**config.mk**
```make
export PLATFORM = sky130hd
export DESIGN_NAME = weight_buffer_loader
export DESIGN_NICKNAME = d
export VERILOG_FILES = /design/src/rtl/weight_buffer_pkg.sv /design/src/rtl/weight_lane_swap.sv /design/src/rtl/weight_buffer_loader.sv
export SDC_FILE = /design/constraint.sdc
export NUM_CORES = 1
export LEC_CHECK = 0
export ABC_AREA = 1
export BUFFER_PORTS_ARGS = -buffer_cell sky130_fd_sc_hd__buf_4
export CORE_MARGIN = 2
export CORE_UTILIZATION = 33
export CTS_BUF_LIST = sky130_fd_sc_hd__clkbuf_4 sky130_fd_sc_hd__clkbuf_8
export CTS_CLUSTER_DIAMETER = 30
export DETAILED_ROUTE_END_ITERATION = 12
export PLACE_DENSITY = 0.65
export RECOVER_POWER = 100
export SYNTH_ARGS = -nofsm -noshare
export SYNTH_HDL_FRONTEND = slang
export SYNTH_HIERARCHICAL = 1
export SYNTH_SLANG_ARGS = --single-unit
```
**constraint.sdc**
```tcl
create_clock -name clk -period 1.8 [get_ports clk]
set_input_delay 0.36 -clock clk [delete_from_list [all_inputs] [get_ports clk]]
set_output_delay 0.36 -clock clk [all_outputs]
set_load 0.01 [all_outputs]
```
**src/rtl/weight_buffer_pkg.sv**
```systemverilog
// weight_buffer_pkg: shared FSM encoding and load-command type for the weight buffer fill/read sequencers
package weight_buffer_pkg;
  typedef enum logic [1:0] {
    IDLE  = 2'd0,
    LOAD  = 2'd1,
    FLUSH = 2'd2,
    DONE  = 2'd3
  } state_e;
  localparam int CMD_ADDR_WIDTH = 5;
  typedef struct packed {
    logic [CMD_ADDR_WIDTH-1:0] base_addr;
    logic [CMD_ADDR_WIDTH:0]   num_words;
  } load_cmd_t;
endpackage

```
**src/rtl/weight_lane_swap.sv**
```systemverilog
// weight_lane_swap: reverses the order of RD_WIDTH-bit lanes within a WR_WIDTH-bit word
module weight_lane_swap #(
  parameter int WR_WIDTH = 64,
  parameter int RD_WIDTH = 16
) (
  input  logic [WR_WIDTH-1:0] data_i,
  output logic [WR_WIDTH-1:0] data_o
);
  localparam int LANES = WR_WIDTH / RD_WIDTH;
  for (genvar i = 0; i < LANES; i++) begin : g_lane
    assign data_o[i*RD_WIDTH +: RD_WIDTH] = data_i[(LANES-1-i)*RD_WIDTH +: RD_WIDTH];
  end
endmodule

```
**src/rtl/weight_buffer_loader.sv**
```systemverilog
// weight_buffer_loader: turns a valid/ready weight stream into registered buffer writes; lane reversal under WEIGHT_LOADER_LANE_SWAP_EN
module weight_buffer_loader
  import weight_buffer_pkg::*;
#(
  parameter int WR_WIDTH      = 64,
  parameter int RD_WIDTH      = 16,
  parameter int WR_ADDR_WIDTH = 5
) (
  input  logic                     clk,
  input  logic                     reset_n,
  input  logic                     cfg_start,
  input  logic [WR_ADDR_WIDTH-1:0] cfg_base_addr,
  input  logic [WR_ADDR_WIDTH:0]   cfg_num_words,
  input  logic                     s_valid,
  output logic                     s_ready,
  input  logic [WR_WIDTH-1:0]      s_data,
  output logic                     write_req,
  output logic [WR_ADDR_WIDTH-1:0] write_addr,
  output logic [WR_WIDTH-1:0]      write_data,
  output logic                     busy,
  output logic                     done
);
  state_e                   state_q, state_d;
  logic [WR_ADDR_WIDTH-1:0] addr_q, addr_d, write_addr_q;
  logic [WR_ADDR_WIDTH:0]   remain_q, remain_d;
  logic [WR_WIDTH-1:0]      write_data_q, lane_data;
  logic                     write_req_q, accept;
`ifdef WEIGHT_LOADER_LANE_SWAP_EN
  weight_lane_swap #(.WR_WIDTH(WR_WIDTH), .RD_WIDTH(RD_WIDTH)) u_swap (
    .data_i(s_data),
    .data_o(lane_data)
  );
`else
  assign lane_data = s_data;
`endif
  assign s_ready = state_q == LOAD;
  assign accept  = s_ready && s_valid;
  always_comb begin
    state_d  = state_q;
    addr_d   = addr_q;
    remain_d = remain_q;
    case (state_q)
      IDLE: if (cfg_start) begin
        state_d  = cfg_num_words == '0 ? DONE : LOAD;
        addr_d   = cfg_base_addr;
        remain_d = cfg_num_words;
      end
      LOAD: if (accept) begin
        addr_d   = addr_q + 1'b1;
        remain_d = remain_q - 1'b1;
        state_d  = remain_q == 1 ? FLUSH : LOAD;
      end
      FLUSH:   state_d = DONE;
      default: state_d = IDLE;
    endcase
  end
  always_ff @(posedge clk or negedge reset_n) begin
    if (!reset_n) begin
      state_q      <= IDLE;
      addr_q       <= '0;
      remain_q     <= '0;
      write_req_q  <= 1'b0;
      write_addr_q <= '0;
      write_data_q <= '0;
    end else begin
      state_q      <= state_d;
      addr_q       <= addr_d;
      remain_q     <= remain_d;
      write_req_q  <= accept;
      write_addr_q <= accept ? addr_q : write_addr_q;
      write_data_q <= accept ? lane_data : write_data_q;
    end
  end
  assign write_req  = write_req_q;
  assign write_addr = write_addr_q;
  assign write_data = write_data_q;
  assign busy       = state_q != IDLE;
  assign done       = state_q == DONE;
endmodule

```
* Word level (Yosys, flattened, before mapping) *
Cells that the tools add are included.
Widths: inputs -> output; s select.

word-level totals
  output and inout port bits = 73
  register bits after elaboration = 83
  bits in writable memories = 0
  latch bits = 0
  bits of input ports = 79
  memories kept = 0
  word-level logic and storage cells = 32
  bits in read-only memories = 0

cells by class
  multipliers = 0
  shift operators = 0
  bitwise gates (word level) = 0
  equal/unequal tests = 6
  add/sub/neg operators = 2
  reductions and logical operators = 7
  $lt $le $gt $ge = 0
  mux-type cells = 11
  divide/modulo/power cells = 0

operator list
  cell                 count
  $mux 6               2
  $pmux 6 s2           1
  $mux 5               2
  $pmux 5 s2           1
  $mux 2               4
  $eq 6x1->1 const B   1
  $logic_not 6->1      1
  $pmux 2 s3           1
  $sub 6x1->6 const B  1
  $add 5x1->5 const B  1
  $eq 2x2->1 const B   2
  $reduce_bool 2->1    2
  $reduce_and 3->1     1
  $eq 2x1->1 const B   1
  $logic_not 2->1      1
  $ne 2x1->1 const B   1
  $ne 2x2->1 const B   1
  $reduce_and 2->1     1
  $logic_and 1x1->1    1

* Longest topological paths before layout *
Gate-level depths: netlist of run 1.

  depth after elaboration = 4
  depth in mapped cells = 8
  gate-level depth less buffers = 8

* Worst setup path before layout of run 1 *
Ideal clock, no wire load.

  path type = reg-to-reg
  start point = register state_q[0]
  end point = register write_addr_q[2] (netlist: write_addr[2])
  required time = 1,679 ps
  path buffers = 1
  stages on the path, launching flop included = 9
  period minus slack after synthesis = 1,236 ps
  data arrival time = 1,115 ps
  path slack = 564 ps
  library setup time = 121 ps
  path through = dfrtp_1 > inv_2 > nor2_4 > inv_2 > nor2_4 > inv_2 > buf_2 > nand2_1 > o21ai_1

between the ends
  word-level cells in the longest chain between the ends = 2

ends and longest elaborated chain
  element                 line                        source
  from (decl)             weight_buffer_loader.sv:23  state_e state_q, state_d;
  from (signal assigned)  weight_buffer_loader.sv:66  state_q <= state_d;
  $eq 2x1->1              weight_buffer_loader.sv:36  assign s_ready = state_q == LOAD;
  $logic_and 1x1->1       weight_buffer_loader.sv:37  assign accept = s_ready && s_valid;
  to (signal assigned)    weight_buffer_loader.sv:70  write_addr_q <= accept ? addr_q : write_addr_q;
  to (decl)               weight_buffer_loader.sv:24  logic [WR_ADDR_WIDTH-1:0] addr_q, addr_d, write_addr_q;

No other way between the ends.
A chain may end at the register's enable or synchronous reset.

* Worst setup path in the final report of run 1 *
  start point = register state_q[0]
  end point = output port s_ready

between the ends
  word-level cells in the longest chain between the ends = 1

ends and longest elaborated chain
  element     line                        source
  $eq 2x1->1  weight_buffer_loader.sv:36
  to (decl)   weight_buffer_loader.sv:15  output logic s_ready,

No other way between the ends.

==> results of run 1 <==
==> layout make-up <==
| type | count | area [um^2] |
|---|---|---|
| clock buffer | 12 | 146 |
| clock inverter | 4 | 75.1 |
| fill | 1101 | 5550 |
| inverter | 17 | 63.8 |
| multi-input combinational | 304 | 1240 |
| sequential | 83 | 2080 |
| tap | 136 | 170 |
| timing repair buffer | 162 | 953 |
==> worst register-to-register path: cells and delay by family, from the launching register on <==
kind,cells,cell delay (ns)
buffers and inverters,4,0.80
AND/OR/NAND/NOR,4,0.30
flip-flops,1,0.45
==> stage by stage <==
stage          util [%]  cell area (um^2)  cells  power (W)  hold slack, ns
4_1_cts            48.8              5010    718    0.00879           0.187
3_3_place_gp       46.5              4780    701    0.00715           0.327
5_1_grt            46.0              4720    718    0.00873           0.192
2_1_floorplan         -              3490    421    0.00536          0.0644
6_report           46.0              4720    718    0.00798           0.207
3_5_place_dp       46.5              4780    701    0.00728           0.327
==> worst max path at each step <==
stage | end | from | slack, ns
4_1_cts | s_ready | state_q[0] | 0.08
3_5_place_dp | write_data[34] | state_q[0] | 0.19
6_report | s_ready | state_q[0] | 0.12
2_1_floorplan | write_addr[2] | state_q[0] | 0.56
3_3_place_gp | write_data[54] | state_q[0] | 0.31
5_1_grt | write_addr[1] | state_q[0] | 0.02
==> kinds of logic after synthesis <==
kind of cell / count (synthesis) / share of synthesized area [%]
adders and majority gates: 3 / 1.08
AOI/OAI and AO/OA: 16 / 2.29
buffers and inverters: 34 / 4.98
DFF: 83 / 59.5
xor gates and xnor gates: 2 / 0.502
and+or+nand+nor: 283 / 31.6
==> state kept, by name (all words and copies together) (netlist names) <==
register	cells
write_addr	5
write_req	1
write_data	64
state_q	2
addr_q	5
remain_q	6
==> report_power, final <==
group | internal [W] | switching, W
combinational | 0.00113 | 0.00206
sequential | 0.00277 | 0.000561
clock | 0.000829 | 0.000635
==> metal layers <==
layer  vias up  wire length [um]  track usage, %
li1       1585                 -               -
met1      1442              4040            20.9
met2       107              4150            25.9
met3         8               595            4.13
met4         0                76            5.29
met5         -                 0               0
==> what timing repair did <==
| item | in CTS | in global routing |
|---|---|---|
| hold buffers | 1 | 0 |
| resized for setup | 0 | 1 |
| endpoints found under the hold margin | 28 | 0 |
| setup endpoints to repair | 0 | 3 |
==> placed cells by master, fill, tap and decap left out, types with 3 or more instances in the layout <==
| cell | Yosys | final |
|---|---|---|
| o21ai_1 | 9 | 3 |
| inv_1 | 14 | 14 |
| nand2_1 | 246 | 246 |
| inv_2 | 3 | 3 |
| clkbuf_2 | 0 | 3 |
| nor2_1 | 21 | 21 |
| nand3_1 | 9 | 9 |
| clkbuf_8 | 0 | 9 |
| ha_1 | 3 | 3 |
| buf_4 | 0 | 80 |
| o21ai_0 | 5 | 11 |
| clkbuf_1 | 0 | 74 |
| dfrtp_1 | 83 | 83 |
| clkbuf_4 | 0 | 4 |
==> out/summary.txt, run 1 <==
Register area share after synthesis -> 59.5%
First-pass GRT wire length -> 14700 um
Share of layout cells above drive strength 1 -> 18.7%
EDFF count, synth -> 0
DP Wirelength -> 6430 um
Initial core utilization -> 34.0%
Final TNS setup -> 0 ns
Crit Reg-Reg Endpoint -> write_data[32]
Worst skew pair latency -> 0.34 ns
Grt ovf -> 0
Synth top area cells -> dfrtp_1 (60%), nand2_1 (26%), nor2_1 (2.3%), buf_2 (1.9%), inv_1 (1.5%)
DIE HEIGHT -> 107 um
Cells along the critical path -> inv_2 -> nor2_4 -> buf_4 -> buf_4
DRT Pass-1 Iters -> 4
Largest net degree at the start of global routing -> 53
Cell Pwr Density -> 1690 nW/um^2
Hold EP -> write_data[28]
Crit Path Max Fanout -> 12
ANT nets after route -> 0
CTS tree -> yes
Mapped Nets -> 503
Core area -> 10300 um^2
Worst-path clk slew -> 0.08 ns
Worst path top cell family by delay -> flip-flops
Top cells by count, synth -> nand2_1 (246), dfrtp_1 (83), nor2_1 (21), inv_1 (14), buf_2 (13)
CTS Buf Count -> 9
Max-slew violation total from the final report -> 0
Fmax -> 594 MHz
Slowest stage cell, crit path -> dfrtp_1
Crit. path cell count -> 4
CP Launch Type -> register
Post-synth top area share -> 59.5%
Worst setup margin -> 0.116 ns
Number of max-cap violations -> 0
Vias in the first global route -> 3158
Unrepaired setup endpoints after global routing -> false
Slew headroom -> 46.6%
# rows -> 37
Reg2Reg Launch Point -> state_q[0]
CP arrival -> 1.32 ns
Leak -> 2.54 nW
Maximum VDD drop -> 621 uV
Synth warn -> 6
Most used flip-flop cell after synthesis -> dfrtp_1
Cells on worst reg2reg path -> 8
IO Count -> 152
# diodes -> 0
Total GRT Usage -> 16.0%
Synth Area per Inst -> 8.29 um^2
Wire per inst -> 12.3 um
CTS H-Tree Depth -> 3
Worst slack at placement -> 0.186 ns
Die X -> 107 um
Final Wtd Congestion -> 0.819
Reg2reg setup slack -> 0.18 ns
Die footprint -> 11400 um^2
Nets -> 659
CP endpoint kind -> output pin
Biggest area consumer among synthesized cells -> dfrtp_1
WP data required -> 1.44 ns
Crit-path max cell delay -> 0.46 ns
Final WL -> 8860 um
Final min period -> 1.68 ns
Top-count cell post-synth -> nand2_1
Vias per std cell -> 4.38
Crit path kind -> reg -> out
# clock sinks -> 83
Period utilization -> 93.6%
Yosys cell types -> 17
Most frequent CP cell -> buf_4
Endpoints failing setup -> 0
Number of port buffers -> 151
Synth Instances -> 421
Synthesized area -> 3490 um^2
Layout area overhead -> 35.4%
Initial antenna violation count -> 0
FFs w/ async S/R, synth -> 100%
Via Count -> 3142
Clk buf depth -> 2
Hold Startpoint -> s_data[28]
WHS Path Cells -> 3
Residual DRC -> 0
Iteration-0 DRC Markers -> 188
Worst-Margin Slew -> 0.801 ns
# Post-CTS Setup Buffers -> 0
Buf/Inv on CP -> 3
Final hold violation count -> 0
Clk_skew -> 0.0111 ns
Flops & latches, synth -> 83
CTS root buf -> clkbuf_8
Run status -> finished, final reports clean
Hold Path Class -> in -> reg
Power figures use the tool's default switching activity.
==> run 2, diff against run 1 <==
--- a/config.mk
+++ b/config.mk
@@ -6,13 +6,13 @@
 export NUM_CORES = 1
 export LEC_CHECK = 0
 export ABC_AREA = 1
-export BUFFER_PORTS_ARGS = -buffer_cell sky130_fd_sc_hd__buf_4
 export CORE_MARGIN = 2
 export CORE_UTILIZATION = 33
 export CTS_BUF_LIST = sky130_fd_sc_hd__clkbuf_4 sky130_fd_sc_hd__clkbuf_8
 export CTS_CLUSTER_DIAMETER = 30
 export DETAILED_ROUTE_END_ITERATION = 12
-export PLACE_DENSITY = 0.65
+export DONT_BUFFER_PORTS = 1
+export PLACE_DENSITY = 0.53
 export RECOVER_POWER = 100
 export SYNTH_ARGS = -nofsm -noshare
 export SYNTH_HDL_FRONTEND = slang
==> out/summary.txt, run 2 (same netlist as run 1, synthesis figures left out) <==
Run status -> finished, violations left (was finished, final reports clean)
Violated checks -> hold timing
Final TNS setup -> 0 ns (unchanged)
Crit Path Max Fanout -> 8 (was 12)
Maximum VDD drop -> 615 uV (was 621 uV)
# diodes -> 0 (unchanged)
Share of layout cells above drive strength 1 -> 6.12% (was 18.7%)
Commonest non-fill, non-tap cell in the layout -> nand2_1 (unchanged)
Crit. path cell count -> 3 (was 4)
Reg2reg setup slack -> 0.24 ns (was 0.18 ns)
Endpoints failing setup -> 0 (unchanged)
Residual DRC -> 0 (unchanged)
Setup crit start -> state_q[0] (unchanged)
Initial core utilization -> 34.0% (unchanged)
Final hold violation count -> 83 (was 0)
# rows -> 37 (unchanged)
Wire per inst -> 14.0 um (was 12.3 um)
Period utilization -> 90.3% (was 93.6%)
Layout area overhead -> 10.5% (was 35.4%)
Max reg flops -> 64 (unchanged)
DP Wirelength -> 5500 um (was 6430 um)
CP arrival -> 1.26 ns (was 1.32 ns)
IO Count -> 152 (unchanged)
Final min period -> 1.62 ns (was 1.68 ns)
Via Count -> 2573 (was 3142)
Die footprint -> 11400 um^2 (unchanged)
CTS root buf -> clkbuf_8 (unchanged)
Final Wtd Congestion -> 0.799 (was 0.819)
Unrepaired setup endpoints after global routing -> false (unchanged)
DRT Pass-1 Iters -> 4 (unchanged)
Leak -> 2.08 nW (was 2.54 nW)
Number of port buffers -> 0 (was 151)
Cells on worst reg2reg path -> 7 (was 8)
Design area -> 3860 um^2 (was 4720 um^2)
Cells along the critical path -> inv_1 -> nor2_4 -> buf_4 (was inv_2 -> nor2_4 -> buf_4 -> buf_4)
CTS tree -> yes (unchanged)
Iteration-0 DRC Markers -> 148 (was 188)
Grt ovf -> 0 (unchanged)
Core area -> 10300 um^2 (unchanged)
Cell Pwr Density -> 1920 nW/um^2 (was 1690 nW/um^2)
Reg2Reg Launch Point -> state_q[0] (unchanged)
Initial antenna violation count -> 0 (unchanged)
Min Hold Slack -> -0.295 ns (was 0.207 ns)
Clk buf depth -> 2 (unchanged)
Crit Reg-Reg Endpoint -> write_data[4] (was write_data[32])
Crit path kind -> reg -> out (unchanged)
Worst-Margin Slew -> 0.364 ns (was 0.801 ns)
Fmax -> 616 MHz (was 594 MHz)
Final WL -> 7860 um (was 8860 um)
Slowest stage cell, crit path -> dfrtp_1 (unchanged)
DIE HEIGHT -> 107 um (unchanged)
Nets -> 503 (was 659)
Most frequent cells in the layout -> nand2_1 (246), dfrtp_1 (83), nor2_1 (21), inv_1 (15), o21ai_0 (12) (was nand2_1 (246), dfrtp_1 (83), buf_4 (80), clkbuf_1 (74), nor2_1 (21))
Buf/Inv on CP -> 2 (was 3)
Hold Path Class -> in -> async (was in -> reg)
CP endpoint kind -> output pin (unchanged)
Vias per std cell -> 4.59 (was 4.38)
CTS H-Tree Depth -> 3 (unchanged)
Worst skew pair latency -> 0.34 ns (about the same)
Largest net degree at the start of global routing -> 84 (was 53)
First-pass GRT wire length -> 12500 um (was 14700 um)
ANT nets after route -> 0 (unchanged)
Number of max-cap violations -> 0 (unchanged)
Worst path top cell family by delay -> flip-flops (unchanged)
Clk_skew -> 0.0174 ns (was 0.0111 ns)
Area after DPL -> 3620 um^2 (was 4780 um^2)
WP data required -> 1.44 ns (about the same)
Worst-path clk slew -> 0.09 ns (was 0.08 ns)
Worst setup path end -> s_ready (unchanged)
# Post-CTS Setup Buffers -> 0 (unchanged)
CP Launch Type -> register (unchanged)
Total GRT Usage -> 13.8% (was 16.0%)
# clock sinks -> 83 (unchanged)
Post-cts repair resize count -> 0 (unchanged)
Max-slew violation total from the final report -> 0 (unchanged)
Crit-path max cell delay -> 0.44 ns (was 0.46 ns)
Vias in the first global route -> 2495 (was 3158)
CTS Buf Count -> 9 (unchanged)
Slew headroom -> 75.7% (was 46.6%)
Die X -> 107 um (unchanged)
==> run 2: changes by cell type in the layout (fill, tap and decap cells not counted), moves of 2 or more <==
cell,previous run,this run
buf_6,2,0
clkbuf_1,74,0
clkinvlp_4,2,0
clkbuf_2,3,0
buf_4,80,4
clkbuf_4,4,0
==> run 2: through the flow <==
stage               util [%]  power [W]  hold slack [ns]  setup WS (ns)  cells
detailed placement      35.2    0.00595           0.0662          0.262    546
floorplan                  -    0.00536           0.0644          0.564    421
CTS                     37.5    0.00759           -0.324          0.161    561
finish                  37.5    0.00742           -0.295          0.175    561
global placement        35.2    0.00587           0.0665          0.347    546
global route            37.5    0.00808           -0.330         0.0619    561
==> run 2: per-layer routing <==
layer / global-route usage [%] / wire, um / up-vias / part of all wire (%)
met2: 22.6 / 3770 / 84 / 48
met5: 0 / 0 / - / 0
met4: 3.80 / 61 / 0 / 0.78
met3: 6.20 / 741 / 6 / 9.4
met1: 16.6 / 3290 / 1207 / 42
li1: - / - / 1276 / -
==> run 2: worst min-delay path by stage <==
| stage | startpoint | end | depth (start not counted) |
|---|---|---|---|
| final | reset_n | write_data[7] | 0 |
| after global routing | reset_n | write_data[43] | 0 |
| after CTS | reset_n | write_addr[4] | 0 |
| after detailed placement | reset_n | write_data[7] | 0 |
| after global placement | reset_n | write_data[7] | 0 |
| after floorplan | reset_n | addr_q[0] | 0 |
==> run 2: worst reg2reg max path, cell delays in order, from the launching register on <==
cell and delay (ns):
dfrtp_1 0.44, inv_1 0.11, nor2_4 0.16, inv_2 0.12, nor2_4 0.12, buf_4 0.35, nand2_1 0.11, nand2_1 0.08
==> run 2: layout make-up <==
type | instances | area [um^2]
Multi-Input combinational cell | 304 | 1240
Inverter | 17 | 63.8
Timing Repair Buffer | 6 | 70.1
Sequential cell | 83 | 2080
Tap cell | 136 | 170
Clock inverter | 6 | 113
Fill cell | 1081 | 6420
Clock buffer | 9 | 124
==> run 2: report_power, final <==
part | leakage [nW] | total (W) | internal, W | switching (W)
Combinational | 0.936 | 0.00199 | 0.000736 | 0.00126
Sequential | 1.02 | 0.00384 | 0.00277 | 0.00107
Clock | 0.120 | 0.00159 | 0.000920 | 0.000667
Total | 2.08 | 0.00742 | 0.00443 | 0.00299
==> run 3, diff against run 2 <==
--- a/config.mk
+++ b/config.mk
@@ -5,13 +5,12 @@
 export SDC_FILE = /design/constraint.sdc
 export NUM_CORES = 1
 export LEC_CHECK = 0
-export ABC_AREA = 1
-export CORE_MARGIN = 2
 export CORE_UTILIZATION = 33
 export CTS_BUF_LIST = sky130_fd_sc_hd__clkbuf_4 sky130_fd_sc_hd__clkbuf_8
 export CTS_CLUSTER_DIAMETER = 30
 export DETAILED_ROUTE_END_ITERATION = 12
 export DONT_BUFFER_PORTS = 1
+export HOLD_SLACK_MARGIN = 0.08
 export PLACE_DENSITY = 0.53
 export RECOVER_POWER = 100
 export SYNTH_ARGS = -nofsm -noshare
==> out/summary.txt, run 3 <==
Run status -> finished, violations left (unchanged)
Violated checks -> hold timing (unchanged)
Final hold violation count -> 83 (unchanged)
Synth Instances -> 240 (was 421)
Yosys cell types -> 41 (was 17)
Worst-path clk slew -> 0.09 ns (about the same)
IO Count -> 152 (unchanged)
Mapped Nets -> 322 (was 503)
Post-cts repair resize count -> 0 (unchanged)
Number of port buffers -> 0 (unchanged)
Fill count -> 941 (was 1081)
Area occupied by multi-input gates -> 1260 um^2 (was 1240 um^2)
Grt ovf -> 0 (unchanged)
WP data required -> 1.44 ns (about the same)
First-pass GRT wire length -> 10700 um (was 12500 um)
Synth Area per Inst -> 14.3 um^2 (was 8.29 um^2)
Leak -> 1.63 nW (was 2.08 nW)
Post-synth top area share -> 60.4% (was 59.5%)
Synthesized area -> 3440 um^2 (was 3490 um^2)
Top-count cell post-synth -> dfrtp_1 (was nand2_1)
Period utilization -> 93.7% (was 90.3%)
Total GRT Usage -> 12.7% (was 13.8%)
Crit Path Max Fanout -> 15 (was 8)
Vias in the first global route -> 2053 (was 2495)
ANT nets after route -> 0 (unchanged)
FFs w/ async S/R, synth -> 100% (unchanged)
Crit-path max cell delay -> 0.43 ns (was 0.44 ns)
Max-slew violation total from the final report -> 0 (unchanged)
Die X -> 104 um (was 107 um)
Synth warn -> 6 (unchanged)
CP arrival -> 1.33 ns (was 1.26 ns)
# Post-CTS Setup Buffers -> 0 (unchanged)
Top cells by count, synth -> dfrtp_1 (83), mux2_1 (69), buf_4 (7), nor2_1 (6) (was nand2_1 (246), dfrtp_1 (83), nor2_1 (21), inv_1 (14), buf_2 (13))
Number of max-cap violations -> 0 (unchanged)
DRT Pass-1 Iters -> 4 (unchanged)
Wire per inst -> 17.4 um (was 14.0 um)
Layout area overhead -> 12.0% (was 10.5%)
Clk_skew -> 0.0108 ns (was 0.0174 ns)
Maximum VDD drop -> 701 uV (was 615 uV)
Final Wtd Congestion -> 0.745 (was 0.799)
Max reg flops -> 64 (unchanged)
Iteration-0 DRC Markers -> 48 (was 148)
Worst skew pair latency -> 0.34 ns (about the same)
# diodes -> 0 (unchanged)
Unrepaired setup endpoints after global routing -> false (unchanged)
# rows -> 36 (was 37)
CTS H-Tree Depth -> 3 (unchanged)
Worst path top cell family by delay -> flip-flops (unchanged)
Most used flip-flop cell after synthesis -> dfrtp_1 (unchanged)
Initial core utilization -> 34.6% (was 34.0%)
Register area share after synthesis -> 60.4% (was 59.5%)
# clock sinks -> 83 (unchanged)
Final WL -> 6660 um (was 7860 um)
Buf/Inv on CP -> 1 (was 2)
CP Launch Type -> register (unchanged)
Cell Pwr Density -> 1690 nW/um^2 (was 1920 nW/um^2)
CTS Buf Count -> 9 (unchanged)
Reg area -> 2080 um^2 (unchanged)
Flops & latches, synth -> 83 (unchanged)
CTS root buf -> clkbuf_8 (unchanged)
Share of layout cells above drive strength 1 -> 10.8% (was 6.12%)
Initial antenna violation count -> 0 (unchanged)
Clk buf depth -> 2 (unchanged)
DIE HEIGHT -> 104 um (was 107 um)
Largest net degree at the start of global routing -> 84 (unchanged)
DP Wirelength -> 4550 um (was 5500 um)
Min Hold Slack -> -0.299 ns (was -0.295 ns)
Final min period -> 1.69 ns (was 1.62 ns)
Die footprint -> 10800 um^2 (was 11400 um^2)
CP endpoint kind -> output pin (unchanged)
Worst-Margin Slew -> 0.442 ns (was 0.364 ns)
Commonest non-fill, non-tap cell in the layout -> dfrtp_1 (was nand2_1)
Hold Path Class -> in -> async (unchanged)
Final TNS setup -> 0 ns (unchanged)
Fmax -> 593 MHz (was 616 MHz)
Biggest area consumer among synthesized cells -> dfrtp_1 (unchanged)
EDFF count, synth -> 0 (unchanged)
Via Count -> 1940 (was 2573)
CTS tree -> yes (unchanged)
Slew headroom -> 70.5% (was 75.7%)
Slowest stage cell, crit path -> dfrtp_1 (unchanged)
Nets -> 326 (was 503)
Crit path kind -> reg -> out (unchanged)
Most frequent cells in the layout -> dfrtp_1 (83), mux2_1 (69), clkbuf_8 (10), inv_1 (6), nor2_1 (6) (was nand2_1 (246), dfrtp_1 (83), nor2_1 (21), inv_1 (15), o21ai_0 (12))
Residual DRC -> 0 (unchanged)
Core area -> 9950 um^2 (was 10300 um^2)
Cells along the critical path -> clkbuf_2 -> or2_0 (was inv_1 -> nor2_4 -> buf_4)
Synth top area cells -> dfrtp_1 (60%), mux2_1 (23%), buf_4 (1.5%), ha_1 (1.1%), o22a_1 (1.0%) (was dfrtp_1 (60%), nand2_1 (26%), nor2_1 (2.3%), buf_2 (1.9%), inv_1 (1.5%))
Vias per std cell -> 5.08 (was 4.59)
Endpoints failing setup -> 0 (unchanged)
## run 3: changes by cell type in the layout (fill, tap and decap cells not counted), sizes merged, moves of 7 or more
cell   change
o21ai      -8
mux2      +69
inv       -10
nand3      -7
nand2    -244
nor2      -17
## run 3: worst register-to-register path, stage by stage (launching register included)
cell      delay, ns
dfrtp_1        0.45
inv_1          0.08
ha_1           0.19
or3b_2         0.45
a211oi_1       0.26
o22a_1         0.17
## run 3: cell families after synthesis
group | share of synthesized area, %
and+or+nand+nor | 5.27
DFF | 60.4
buffers and inverters | 3.16
adders and majority gates | 1.09
muxes | 23.2
AOI/OAI and AO/OA | 6.95
## run 3: path summary, 6_finish.rpt
check / startpoint / slack [ns] / depth (start not counted) / endpoint
min in group clk: s_data[57] / 0.14 / 1 / write_data[57]
setup / recovery: state_q[0] / 0.11 / 2 / busy
max in group asynchronous: reset_n / 1.99 / 0 / write_data[6]
setup reg to reg: remain_q[0] / 0.14 / 5 / remain_q[4]
hold reg to reg: addr_q[4] / 0.52 / 1 / addr_q[4]
hold / removal: reset_n / -0.30 / 0 / write_data[59]
## run 3: cell type report
| class | count | area share, % |
|---|---|---|
| timing repair buffer | 7 | 1.95 |
| sequential | 83 | 53.9 |
| clock inverter | 6 | 2.89 |
| tap | 133 | 4.32 |
| inverter | 7 | 0.682 |
| multi-input combinational | 136 | 32.7 |
| clock buffer | 10 | 3.57 |
## run 3: report_power, final
group | internal [W] | switching, W
clock network | 0.000962 | 0.000658
registers | 0.00261 | 0.000868
logic | 0.000763 | 0.000645
total | 0.00434 | 0.00217
## run 3: through the flow
step                      total power, W  instance area (um^2)  instances  worst slack [ns]  util (%)
after floorplan                  0.00455                  3440        240             0.272         -
after global placement           0.00494                  3610        366             0.231      36.2
after detailed placement         0.00499                  3610        366             0.169      36.2
after CTS                        0.00666                  3860        382             0.145      38.7
after global routing             0.00696                  3850        382            0.0375      38.7
final                            0.00651                  3850        382             0.113      38.7
## run 3: routing by layer
layer	up-vias	track usage, %	share of wire [%]
li1	879	-	-
met1	961	15.5	42
met4	0	5.20	1.1
met3	6	4.82	8.3
met5	-	0	0
met2	94	20.0	49
